### src/rtl/priority_arbiter8.sv
// Eight-requester arbiter for one shared resource: fixed or rotating priority,
// grant hold with an optional hold-time limit, and a one-cycle gap between owners.
module priority_arbiter8 #(
  parameter bit          ROUND_ROBIN = 1'b0,
  parameter int unsigned MAX_HOLD    = 16,
  parameter int unsigned CNT_W       = 8
) (
  input  logic       clk,
  input  logic       rst_n,
  input  logic [7:0] req,
  output logic [7:0] grant,
  output logic [2:0] grant_idx,
  output logic       grant_valid,
  output logic       release_pulse,
  output logic       timeout
);

  typedef enum logic [1:0] {
    IDLE = 2'd0,
    BUSY = 2'd1,
    GAP  = 2'd2
  } state_e;

  localparam bit               HOLD_LIMITED = (MAX_HOLD != 0);
  localparam logic [CNT_W-1:0] HOLD_LIMIT   = CNT_W'(MAX_HOLD);

  state_e           state_q, state_d;
  logic [7:0]       grant_q, grant_d;
  logic [2:0]       grant_idx_q, grant_idx_d;
  logic             grant_valid_q, grant_valid_d;
  logic             release_q, release_d;
  logic             timeout_q, timeout_d;
  logic [CNT_W-1:0] hold_cnt_q, hold_cnt_d;
  logic [2:0]       last_idx_q, last_idx_d;

  logic [2:0]       search_start;
  logic [3:0]       pick;

  // Descending search from 'start' with wrap 0->7; returns {found, index}.
  // Iterating from the far end lets the nearest set bit overwrite the result.
  function automatic logic [3:0] pick_winner(input logic [7:0] r, input logic [2:0] start);
    logic [3:0] res;
    logic [2:0] cand;
    res = 4'd0;
    for (int k = 7; k >= 0; k--) begin
      cand = start - 3'(k);
      if (r[cand]) begin
        res = {1'b1, cand};
      end else begin
        res = res;
      end
    end
    return res;
  endfunction

  always_comb begin
    search_start = ROUND_ROBIN ? (last_idx_q - 3'd1) : 3'd7;
    pick         = pick_winner(req, search_start);
  end

  always_comb begin
    state_d       = state_q;
    grant_d       = grant_q;
    grant_idx_d   = grant_idx_q;
    grant_valid_d = grant_valid_q;
    release_d     = 1'b0;
    timeout_d     = 1'b0;
    hold_cnt_d    = hold_cnt_q;
    last_idx_d    = last_idx_q;
    case (state_q)
      IDLE, GAP: begin
        if (pick[3]) begin
          state_d       = BUSY;
          grant_d       = 8'd1 << pick[2:0];
          grant_idx_d   = pick[2:0];
          grant_valid_d = 1'b1;
          hold_cnt_d    = CNT_W'(1);
          last_idx_d    = pick[2:0];
        end else begin
          state_d       = IDLE;
          grant_d       = 8'd0;
          grant_idx_d   = 3'd0;
          grant_valid_d = 1'b0;
          hold_cnt_d    = '0;
        end
      end
      BUSY: begin
        // A dropped request wins over an expiring hold on the same edge.
        if (!req[grant_idx_q]) begin
          state_d       = GAP;
          grant_d       = 8'd0;
          grant_idx_d   = 3'd0;
          grant_valid_d = 1'b0;
          release_d     = 1'b1;
          timeout_d     = 1'b0;
          hold_cnt_d    = '0;
        end else if (HOLD_LIMITED && (hold_cnt_q == HOLD_LIMIT)) begin
          state_d       = GAP;
          grant_d       = 8'd0;
          grant_idx_d   = 3'd0;
          grant_valid_d = 1'b0;
          release_d     = 1'b1;
          timeout_d     = 1'b1;
          hold_cnt_d    = '0;
        end else if (hold_cnt_q != '1) begin
          hold_cnt_d = hold_cnt_q + CNT_W'(1);
        end else begin
          hold_cnt_d = hold_cnt_q;
        end
      end
      default: begin
        state_d       = IDLE;
        grant_d       = 8'd0;
        grant_idx_d   = 3'd0;
        grant_valid_d = 1'b0;
        hold_cnt_d    = '0;
        last_idx_d    = 3'd0;
      end
    endcase
  end

  always_ff @(posedge clk or negedge rst_n) begin
    if (!rst_n) begin
      state_q       <= IDLE;
      grant_q       <= 8'd0;
      grant_idx_q   <= 3'd0;
      grant_valid_q <= 1'b0;
      release_q     <= 1'b0;
      timeout_q     <= 1'b0;
      hold_cnt_q    <= '0;
      last_idx_q    <= 3'd0;
    end else begin
      state_q       <= state_d;
      grant_q       <= grant_d;
      grant_idx_q   <= grant_idx_d;
      grant_valid_q <= grant_valid_d;
      release_q     <= release_d;
      timeout_q     <= timeout_d;
      hold_cnt_q    <= hold_cnt_d;
      last_idx_q    <= last_idx_d;
    end
  end

  assign grant         = grant_q;
  assign grant_idx     = grant_idx_q;
  assign grant_valid   = grant_valid_q;
  assign release_pulse = release_q;
  assign timeout       = timeout_q;

endmodule

### config.mk
export PLATFORM = sky130hd
export DESIGN_NAME = priority_arbiter8
export DESIGN_NICKNAME = d
export VERILOG_FILES = /design/src/rtl/priority_arbiter8.sv
export SDC_FILE = /design/constraint.sdc
export NUM_CORES = 1
export LEC_CHECK = 0
export CAP_MARGIN = 20
export CELL_PAD_IN_SITES_DETAIL_PLACEMENT = 1
export CELL_PAD_IN_SITES_GLOBAL_PLACEMENT = 1
export CORE_MARGIN = 1.5
export CORE_UTILIZATION = 35
export DETAILED_ROUTE_END_ITERATION = 12
export PLACE_DENSITY_LB_ADDON = 0.1
export SYNTH_ARGS = -nofsm -noshare
export SYNTH_HDL_FRONTEND = slang
export SYNTH_SLANG_ARGS = --single-unit
### constraint.sdc
create_clock -name clk -period 1.75 [get_ports clk]
set_input_delay 0.35 -clock clk [delete_from_list [all_inputs] [get_ports clk]]
set_output_delay 0.35 -clock clk [all_outputs]
set_load 0.1 [all_outputs]
# Yosys cells after proc, flatten, opt, wreduce, memory -nomap -nowiden

Cells that the tools add are included.

Register bits after elaboration: 24
Output and inout bits: 14

Reduce and logical (&&, ||, !) cells: 2
Shift operators: 1
Eq/ne operators: 6
Muxes and demuxes: 36
Add/sub/neg operators: 1
Magnitude comparators: 1

Operators with widths:

| kind                  | count |
|---|---|
| $mux W8               | 6 |
| $mux W4               | 8 |
| $pmux W8 S2           | 2 |
| $mux W1               | 11 |
| $mux W3               | 3 |
| $add A8 B1 Y8 const B | 1 |
| $eq A8 B5 Y1 const B  | 1 |
| $ne A8 B8 Y1 const B  | 1 |
| $shl A1 B3 Y8 const A | 1 |
| $pmux W3 S2           | 1 |
| $lt A3 B4 Y1 const B  | 1 |
| $mux W2               | 2 |
| $ne A4 B4 Y1 const B  | 1 |
| $pmux W2 S2           | 1 |
| $bmux W1 S3           | 1 |
| $ne A3 B3 Y1 const B  | 1 |
| $eq A2 B1 Y1 const B  | 1 |
| $eq A2 B2 Y1 const B  | 1 |
| $logic_not A2 Y1      | 1 |
| $pmux W1 S2           | 1 |
| $reduce_or A2 Y1      | 1 |

# Longest topological paths before layout

Depth in word-level cells: 11
Depth in mapped cells: 7

# Worst setup path before layout

No wires, ideal clock.

Kind: reg2reg
From: register grant_idx_q[0], in the netlist grant_idx[0]
To: register grant_idx_q[1], in the netlist grant_idx[1]
Path slack: -703 ps
Arrival time: 2384 ps
Cell stages (with the launch flop): 8
Period minus slack after synthesis: 2453 ps
Data required time: 1681 ps
Cells stage by stage: dfrtp_1 buf_4 mux2i_1 mux4_2 or2_4 a21oi_4 buf_6 a22o_1

Longest elaborated chain between the ends: 4
Elaborated cells on any way between the ends: 5

Ends and longest elaborated chain:

| item                            | RTL line | source |
|---|---|---|
| start, declared                 | 29       | `logic [2:0] grant_idx_q, grant_idx_d;` |
| start signal, assigned          | 135      | `grant_idx_q <= grant_idx_d;` |
| $bmux W1 S3 *                   | 89       | `if (!req[grant_idx_q]) begin` |
| $mux W1 (not written as such) * | 89       |  |
| $mux W3                         | 89       |  |
| $pmux W3 S2                     | 70       | `case (state_q)` |

Mark *: on every way between the ends. The rest lies on a longest branch, timed or not. The select of a mux whose other input is x is not followed.
A chain may end at the register's enable or synchronous reset.

# Worst setup path after layout

Same ends and word-level chain as after synthesis.

==> results.yml <==
synth:
  synth_cell_type_count: 39
  synthAdderAreaFrac_pct: 2.077
  synth_area_um2: 1205
  synth_top_family_by_area: "simple AND/OR/NAND/NOR gates"
  yosysTopAreaCell: "dfrtp_1"
  syn_inst: 116
  ys_warn_count: 0
  synth_top_area_share_pct: 49.84
  synth_mux_area_share_pct: 6.023
  synthXorXnorAreaFrac_pct: 1.454
  seq_area_frac_synth_pct: 49.84
  synthArstFlopShare_pct: 100.0
  synthMostInstantiatedCell: "dfrtp_1"
  synth_area_leaders: "dfrtp_1 50%, nor2_1 5.3%, a22o_1 4.4%"
  synth_ff_type: "dfrtp_1"
  syn_avg_cell_area_um2: 10.39
  synth_edf_count: 0
  synth_compound_area_share_pct: 17.03
  synth_common_cells: "24 x dfrtp_1, 17 x nor2_1, 7 x inv_1"
  syn_nets: 128
  ys_seq_elements: 24
  synth-simple-area-share_pct: 19.11
final_layout:
  multi_input_area_um2: 659.4
  fillers: 367
  register_area_um2: 605.6
  final_util_pct: 58.73
  nets: 175
  diodes: 0
  drive_above_1_share_pct: 38.89
  syn_to_final_growth_pct: 61.37
outcome:
  outcome: "complete, but fails checks"
  failed_checks: "negative setup slack"
routing:
  via_per_inst: 5.226
  met3WireLength_um: 109
  wl_per_cell_um: 17.38
  wl_met1_mm: 1.694
  vias: 1087
  drc: 0
  ant_nets: 0
  dr.pass1.iters: 2
  wl_mm: 3.614
  met2_length_mm: 1.757
  drtIter0Drc: 18
  topRoutingLayerUsed: "met4"
worst_setup_path:
  critPathMaxFanout: 12
  critPathSlowestCell: "dfrtp_4"
  crit_chain: "mux2i_1 > mux4_2 > or2_4 > a21oi_4 > buf_12 > a22o_1"
  critical_path_class: "reg2reg"
  crit_buf_inv: 1
  end_kind: "flop"
  required_ns: 2.01
  crit_family: "multiplexers"
  cp.arrival_ns: 2.19
  cpPeakStageDelay_ns: 0.55
  startpoint_type: "flop"
sta:
  final.min_clock_period_ns: 1.931
  worst_slack_ns: -0.1810
  period_share_pct: 110.3
  hold_viol: 0
  max_slew_margin_pct: 61.66
  max_freq_ghz: 0.5179
  finalMaxSlewViolations: 0
  setup_violations: 20
  tightest_slew_ns: 0.5751
  skew_ns: 0.001163
  fin_hold_ws_ns: 0.3737
  rsz0062_at_grt: "true"
power:
  power_density_nw_per_um2: 1594
  p_int_mw: 1.601
  seq_power_share_pct: 27.6
  leakage_nw: 0.8304
  netSwitchingPower_mw: 1.499
  ir_drop_v: 0.001336
  switching_share_pct: 48.37
  p_clk_share_pct: 9.8
  power_frac_comb_pct: 62.6
floorplan:
  die_x_um: 61.68
  start_util_pct: 36.39
  io_pins: 24
  design.core.area_um2: 3311
  row_count: 21
  die_area_um2: 3804
  die_y_um: 61.68
global_route:
  grt_max_degree: 25
  grt.total_usage_pct: 21.22
  grt_pass1_vias: 1136
  grt_first_pass_wirelength_mm: 5.720
  antenna_found_initial: 0
  grt_overflow_total: 0
run:
  maxCapViolations: 0
clocking:
  cts_made_buffers: 3
  post_cts_buffers: 0
  clock_latency_ns: 0.32
  cts_tree: "yes"
  cts_root_buf: "clkbuf_4"
  clk_path_buf_depth: 2
  cts_sinks: 24
  h-tree-depth: 1
  path_clk_slew_ns: 0.14
placement:
  gp_congestion: 0.7835
  hpwl_mm: 2.494
  portBuffers: 23
worst_hold_path:
  hp-class: "in2async"
registers in the layout (all words and copies together) (netlist names):
signal,count
release_pulse,1
timeout,1
hold_cnt_q,8
grant_valid,1
grant_idx,3
grant,8
state_q,2
cell usage in the layout (no fill, tap or decap), drive strengths merged, types with 2 or more instances in the layout:
cell / n
buf: 37
dfrtp: 24
nor2: 17
clkdlybuf4s50: 9
inv: 7
a22o: 6
a21oi: 6
mux2i: 5
nand4: 4
nand2: 4
clkbuf: 4
nand3: 3
o21ai: 3
o2bb2ai: 3
nand2b: 2
and3: 2
and2: 2
xor2: 2
ha: 2
or2: 2
nor4: 2
nor3: 2
worst register-to-register path: stages (launching register included):
cell and delay [ns]:
dfrtp_4 0.55, mux2i_1 0.14, mux4_2 0.50, or2_4 0.26, a21oi_4 0.14, buf_12 0.14, a22o_1 0.14
metal layers:
metal / vias up / global-route usage, %
met5: - / 0
met4: 0 / 6.383
met3: 6 / 3.361
met2: 20 / 34.29
met1: 546 / 29.40
li1: 515 / -
what timing repair did:
action | 4_1_cts | 5_1_grt
pin swaps | 2 | 6
hold buffers | 0 | 0
endpoints found under the setup margin | 22 | 24
gates resized for setup | 14 | 9
path summary, 6_finish.rpt:
| path | start | to | cells past startpoint | slack [ns] |
|---|---|---|---|---|
| max in group asynchronous | rst_n | grant_idx[0] | 2 | 1.11 |
| worst min register to register | grant_valid | grant_valid | 1 | 0.57 |
| worst max-delay path | grant_idx[0] | grant_idx[1] | 6 | -0.18 |
| worst min-delay path | rst_n | hold_cnt_q[6] | 2 | 0.37 |
| min in group clk | grant_valid | grant_valid | 1 | 0.57 |
| worst max register to register | grant_idx[0] | grant_idx[1] | 6 | -0.18 |
power groups by stage:
stage               sequential [mW]  clock (mW)  combinational, mW
floorplan                      1.36           0              0.559
global placement              0.856           0               1.77
detailed placement            0.863           0               1.80
CTS                           0.853       0.309               1.87
global route                  0.875       0.329               2.04
finish                        0.857       0.303               1.94
layout make-up:
| class | instances | share of cell area [%] |
|---|---|---|
| inverter | 7 | 1.351 |
| multi-input combinational | 81 | 33.91 |
| tap | 46 | 2.960 |
| timing repair buffer | 46 | 28.76 |
| clock buffer | 4 | 1.866 |
| sequential | 24 | 31.15 |
kinds of logic (layout without fill, tap and decap cells):
group,count (synthesis),count (layout)
AOI/OAI and AO/OA,27,27
xor gates and xnor gates,2,2
adders and majority gates,2,2
buffers and inverters,11,57
DFF,24,24
muxes,6,6
and+or+nand+nor,44,44
metrics by stage:
stage	setup TNS, ns	cell area [um2]	power [mW]	std cells	setup WS, ns
global placement	-7.960	1798	2.623	204	-0.3945
floorplan	-4.361	1216	1.918	116	-0.3463
finish	-2.318	1944	3.100	208	-0.1810
detailed placement	-8.860	1798	2.659	204	-0.4642
global route	-3.796	1944	3.241	208	-0.2418
CTS	-2.130	1894	3.034	208	-0.1820
(Power assumes the default switching activity.)
